## src/rtl/pc_select.sv

```systemverilog
// pc_select: fetch-stage next-PC selector for the Y86-64 pipeline.
// Picks the fetch address from the predicted PC, the fall-through of a
// mispredicted jump in Memory, or the return address of a ret in Write-back.
// It flags out-of-range fetch addresses and keeps a registered record of the
// last fetch address plus a saturating redirect count.
module pc_select #(
  parameter int unsigned IMEM_BYTES = 2048,
  parameter logic [3:0]  IJXX       = 4'h7,
  parameter logic [3:0]  IRET       = 4'h9
) (
  input  logic        clk,
  input  logic        reset,
  input  logic [3:0]  M_icode,
  input  logic        M_cnd,
  input  logic [63:0] M_valA,
  input  logic [3:0]  W_icode,
  input  logic [63:0] W_valM,
  input  logic [63:0] F_predPC,
  input  logic        F_stall,
  output logic [63:0] f_PC,
  output logic [1:0]  f_sel,
  output logic        f_adr_er,
  output logic [63:0] last_PC,
  output logic [15:0] redirect_cnt
);

  localparam logic [1:0]  SEL_PRED = 2'd0;
  localparam logic [1:0]  SEL_MISP = 2'd1;
  localparam logic [1:0]  SEL_RET  = 2'd2;
  localparam logic [63:0] IMEM_LIMIT = 64'(IMEM_BYTES);
  localparam logic [15:0] CNT_MAX  = 16'hFFFF;

  logic        mispredict;
  logic        ret_done;
  logic [63:0] last_pc_q, last_pc_d;
  logic [15:0] redirect_cnt_q, redirect_cnt_d;

  // A not-taken conditional jump in Memory was predicted taken; a ret in
  // Write-back supplies its popped return address. Unconditional jmp
  // arrives with M_cnd = 1 and therefore never counts as a mispredict.
  assign mispredict = (M_icode == IJXX) && !M_cnd;
  assign ret_done   = (W_icode == IRET);

  // Priority mux: the branch correction supersedes the older ret result.
  always_comb begin
    f_PC  = F_predPC;
    f_sel = SEL_PRED;
    if (mispredict) begin
      f_PC  = M_valA;
      f_sel = SEL_MISP;
    end else if (ret_done) begin
      f_PC  = W_valM;
      f_sel = SEL_RET;
    end
  end

  // Unsigned 64-bit bound check; IMEM_BYTES - 1 is the last valid byte.
  assign f_adr_er = (f_PC >= IMEM_LIMIT);

  // Next-state for the record: capture the fetch address and count redirects,
  // saturating at all-ones so a long run never wraps back to a small value.
  always_comb begin
    last_pc_d      = last_pc_q;
    redirect_cnt_d = redirect_cnt_q;
    if (!F_stall) begin
      last_pc_d = f_PC;
      if ((f_sel != SEL_PRED) && (redirect_cnt_q != CNT_MAX)) begin
        redirect_cnt_d = redirect_cnt_q + 16'd1;
      end
    end
  end

  // State register; reset wins over stall.
  always_ff @(posedge clk) begin
    if (reset) begin
      last_pc_q      <= '0;
      redirect_cnt_q <= '0;
    end else begin
      last_pc_q      <= last_pc_d;
      redirect_cnt_q <= redirect_cnt_d;
    end
  end

  assign last_PC      = last_pc_q;
  assign redirect_cnt = redirect_cnt_q;

endmodule

```

## config.mk

```make
export PLATFORM = sky130hd
export DESIGN_NAME = pc_select
export DESIGN_NICKNAME = d
export VERILOG_FILES = /design/src/rtl/pc_select.sv
export SDC_FILE = /design/constraint.sdc
export NUM_CORES = 1
export LEC_CHECK = 0
export ABC_AREA = 1
export CAP_MARGIN = 20
export CORE_AREA = 2 2 137 139
export CTS_CLUSTER_SIZE = 25
export DETAILED_ROUTE_END_ITERATION = 8
export DIE_AREA = 0 0 139 141
export PLACE_DENSITY_LB_ADDON = 0.05
export SLEW_MARGIN = 20
export SYNTH_ARGS = -nofsm -noshare
export SYNTH_HDL_FRONTEND = slang
export SYNTH_SLANG_ARGS = --single-unit
```

## constraint.sdc

```tcl
create_clock -name clk -period 1.91 [get_ports clk]
set_input_delay 0.382 -clock clk [delete_from_list [all_inputs] [get_ports clk]]
set_output_delay 0.382 -clock clk [all_outputs]
set_load 0.005 [all_outputs]
```

Yosys cells after proc, flatten, opt, wreduce, memory -nomap -nowiden
Index checks and enable logic that the tools add are counted.

Bitwise logic cells: 1. Add/sub/neg operators: 1. Magnitude comparators: 1. Reductions and logical operators: 5. Muxes and demuxes: 4. Equal/unequal tests: 3.

Operator list (count): $mux W64 (2); $ge A64 B12 Y1 const B (1); $add A16 B1 Y16 const B (1); $ne A16 B16 Y1 const B (1); $eq A4 B3 Y1 const B (1); $eq A4 B4 Y1 const B (1); $mux W2 (2); $logic_and A1 B1 Y1 (2); $reduce_and A2 Y1 (1); $reduce_bool A2 Y1 (1); $logic_not A1 Y1 (1); $not A1 Y1 (1).

Input port bits: 204. Output and inout port bits: 147. Register bits after elaboration: 80.

Longest topological paths before layout
Word-level depth: 6. Depth in mapped cells: 14. Mapped depth without buffers: 13.

Least setup slack after synthesis
OpenSTA, ideal clock, no wires.

Path kind: in2out. From: input M_icode[1]. To: output f_adr_er. Buffers on the path: 2. Arrival: 1.488 ns. Stages: 12. Path slack: 0.040 ns. Required time: 1.528 ns. Cells stage by stage: nand2_1 -> nor2_1 -> nand2_1 -> buf_6 -> buf_6 -> or2_1 -> nand2_1 -> nand2_1 -> nor2_1 -> nand3_1 -> nor2_1 -> nand2_1.

Word-level cells in the longest chain between the ends: 4.

Ends and longest elaborated chain: start, declared (RTL line 13) `input logic [3:0] M_icode,`; $eq A4 B3 Y1 (RTL line 41) `assign mispredict = (M_icode == IJXX) && !M_cnd;`; $logic_and A1 B1 Y1 (RTL line 41); $mux W64 (RTL line 48) `if (mispredict) begin`; $ge A64 B12 Y1 (RTL line 58) `assign f_adr_er = (f_PC >= IMEM_LIMIT);`; end, declared (RTL line 22) `output logic f_adr_er,`.

Every way passes these cells.

Final worst setup path
From: input W_icode[1]. To: output f_adr_er.

Word-level cells in the longest chain between the ends: 4.

Ends and longest elaborated chain: start, declared (RTL line 16) `input logic [3:0] W_icode,`; $eq A4 B4 Y1 (RTL line 42) `assign ret_done = (W_icode == IRET);`; $mux W64 (RTL line 51) `end else if (ret_done) begin`; $mux W64 (RTL line 48); $ge A64 B12 Y1 (RTL line 58).

Every way passes these cells.

==> summary.md <==
| Metric | Value |
|---|---|
| Status | finished, violations left |
| Violated checks | negative setup slack |
| Top post-synthesis cells by area | dfxtp_1, nand2_1, nor2_1 |
| GPL Wtd Cong | between 0.9 and 1 |
| Nets | between 1,500 and 2,000 |
| First-pass GRT wire length | 39.0 mm |
| Most used DFF post-synth | dfxtp_1 |
| Hold path depth | 2 |
| Crit path DAT | between 2 and 2.5 ns |
| Worst setup margin | -0.516 ns |
| CTS Hold Bufs | 0 |
| Core Util, Final | between 60% and 70% |
| Final count of negative-setup-slack endpoints | between 50 and 60 |
| CP Buf/Inv Count | 4 |
| Pins Over Slew Limit | 0 |
| Worst EP required | about 1.5 ns |
| Crit path cell chain | buf_6 > nor2_4 > nand2_8 > buf_12 > buf_16 > nand2_1 > nand2_2 > a21oi_2 > nand2_2 > nor2_4 > nand3_2 > nor2_2 > nand2_1 > buf_2 |
| H-Tree Depth | 3 |
| R2R cell count | 7 |
| Mapped cell area | 5220 um^2 |
| ANT nets after route | 0 |
| RSZ-0062 raised after global routing | yes |
| First-pass iteration count of the detailed router | 5 |
| Commonest cells after routing, fill and taps aside | clkdlybuf4s50_1, nand2_1, nor2_1, buf_4, inv_1 |
| Clock latency on the worst-skew pair | roughly 0.35 ns |
| Clk slew on worst S/H paths | approximately 0.070 ns |
| Largest area contributor in the netlist | dfxtp_1 |
| Post-DR wirelength/cell | 16.3 um |
| Startpoint Class | input port |
| Clock skew | ~0.003 ns |
| Register Area | ~1600 um^2 |
| Initial antenna violation count | 4 |
| Fin crit period | around 2.4 ns |
| Congestion Overflow GR | 0 |
| Max-Slew Margin vs Limit | between 60% and 70% |
| Total placed cells including tap cells | roughly 1,600 |
| Total wire length | 26.8 mm |
| #FFs+latches synth | 80 |
| Clock Sinks | 80 |
| Most common cell after layout, fill and taps aside | clkdlybuf4s50_1 |
| Total power | between 5 and 6 mW |
| DR iter-0 viols | around 320 |
| Mapped Cells | 925 |
| Final hold viol count | 0 |
| Top-area cell type share of the netlist area | a little over 30% |
| Worst R2R Setup Slack | 0.35 ns |
| I/O Buffers | between 300 and 400 |
| Num CTS Buffers | 9 |
| CTS tree | done |
| Family with the most delay on the worst path | simple AND/OR/NAND/NOR gates |
| Distinct cells, synth | 28 |
| Fill cells | approximately 1,700 |
| Initial Util | around 29% |
| Synth Warn # | 0 |
| CTS max path bufs | 2 |
| Final Cycle Share | 127% |
| # rows | 50 |
| Fmax | 412 MHz |
| Die Footprint | approximately 20,000 um^2 |
| Placed Area | about 10000 um^2 |
| Post-synth EDFFs | 0 |
| I/O pins | roughly 350 |
| Avg Cell Area, Syn | about 5.6 um^2 |
| Leakage | about 5.5 nW |
| Largest net degree at the start of global routing | 57 |
| Area taken by multi-input logic gates | around 3600 um^2 |
| Largest stage delay on the critical path | 0.18 ns |
| Setup CP Type | in -> out |
| Fraction of registers with async set/reset | 0% |
| Die Y | roughly 140 um |
| R2R Path End | redirect_cnt[14] |
| # DRC | 0 |
| Layout cells sized above 1 | 31.1% |
| CP max-delay cell | nor2_4 |
| Post-route non-filler standard cell count | around 1,600 |
| Cell area after layout | around 12,000 um^2 |
| Pwr/cell area | approximately 490 nW/um^2 |
| Slew @ Worst Pin | around 0.58 ns |
| Number of global-route vias before repair | 7,285 |
| Crit end category | output port |
| Via-to-Cell Ratio | between 4 and 5 |
| DR vias | ~7,500 |
| Critical Path Fanout Max | 6 |
| Worst hold path class | reg -> reg |
| Max cap viols | 0 |
| Half-perimeter wire length after placement | roughly 19 mm |
| Clock Tree Root | clkbuf_16 |
| Hold worst-path end | last_PC[52] |
| R2r startpoint | redirect_cnt[0] |
| Register area share after synthesis | a little under a third |
| Die Wd | between 100 and 150 um |
| Final hold slack | just under 0.5 ns |
| CORE AREA | 18,300 um^2 |
| Synth Net Count | between 1,000 and 1,500 |
| Total GRT Usage | approximately 25% |
| Syn-to-layout area delta | 122% |
| IR drop worst, VDD | approximately 0.43 mV |
| Hold Startpoint | last_PC[52] |
## final cells by class
type                    count  area share [%]
diodes                      3          0.0649
inverters                 134            4.57
clock buffers               9            1.95
well taps                 234            2.53
multi-input cells         658            31.4
repair buffers            517            44.9
flip-flops and latches     80            13.8
clock inverters             7           0.746
## worst max-delay path by stage
stage                     slack, ns        to  startpoint  cells after the start
after global routing          -0.66  f_adr_er  W_icode[1]                     14
final                         -0.52  f_adr_er  W_icode[1]                     14
after detailed placement      -1.16  f_adr_er  W_icode[1]                     15
after CTS                     -0.44  f_adr_er  W_icode[2]                     14
after floorplan                0.04  f_adr_er  M_icode[1]                     12
after global placement        -1.17  f_adr_er  M_icode[1]                     13
## metal layers
layer / vias up / global-route usage (%) / part of all wire (%)
met5: - / 0 / 0.049
met4: 2 / 10.8 / 3.9
met3: 65 / 7.03 / 7.6
met2: 301 / 43.3 / 49
met1: 3356 / 30.1 / 40
li1: 3807 / - / -
## power by group
part	total (mW)	leakage (nW)	switching [mW]	internal (mW)
logic	2.01	4.72	0.822	1.19
clock network	1.86	0.150	0.820	1.04
registers	1.82	0.661	0.0500	1.77
total	5.70	5.53	1.69	4.01
## what timing repair did
action / 4_1_cts / 5_1_grt
setup endpoints to repair: 78 / 65
hold endpoints to repair: 0 / 0
buffers inserted: 27 / 38
gates cloned: 6 / 5
pin swaps: 67 / 79
gates resized for setup: 322 / 224
## per-stage QoR
| step | setup TNS [ns] | setup WS, ns |
|---|---|---|
| floorplan | 0 | 0.0400 |
| detailed placement | -63.89 | -1.16 |
| CTS | -10.79 | -0.437 |
| global route | -14.65 | -0.655 |
| finish | -9.45 | -0.516 |
| global placement | -63.60 | -1.17 |
## worst register-to-register path, stage by stage, from the launching register on
cell     delay [ns]
dfxtp_1        0.34
ha_1           0.17
nand2_1        0.09
nor3_1         0.39
nand3_1        0.16
xor2_1         0.17
nand2_1        0.06
a21oi_1        0.05
## synth_stat cells (2+ instances only)
cell	count
a21oi_1	41
buf_1	4
buf_2	23
buf_4	2
buf_6	2
clkbuf_1	22
dfxtp_1	80
inv_1	131
inv_2	3
nand2_1	296
nand3_1	68
nand3b_1	6
nand4_1	3
nor2_1	147
nor3_1	11
o211ai_1	20
o21ai_0	48
o21ai_1	2
or2_1	2
xor2_1	6
## kinds of logic after synthesis
kind of cell             Yosys count  share of synthesized area [%]
buffers and inverters            187                           14.4
AO/OA/AOI/OAI                    112                           11.7
flip-flops                        80                           30.7
adder cells (fa/ha/maj)            1                          0.240
XOR/XNOR                           6                           1.01
AND/OR/NAND/NOR                  539                           41.9
## sequential cells by signal, summed over array words and instances (netlist names)
signal / cells
last_PC: 64
redirect_cnt: 16
No activity file was read; power rests on OpenSTA's default activity.
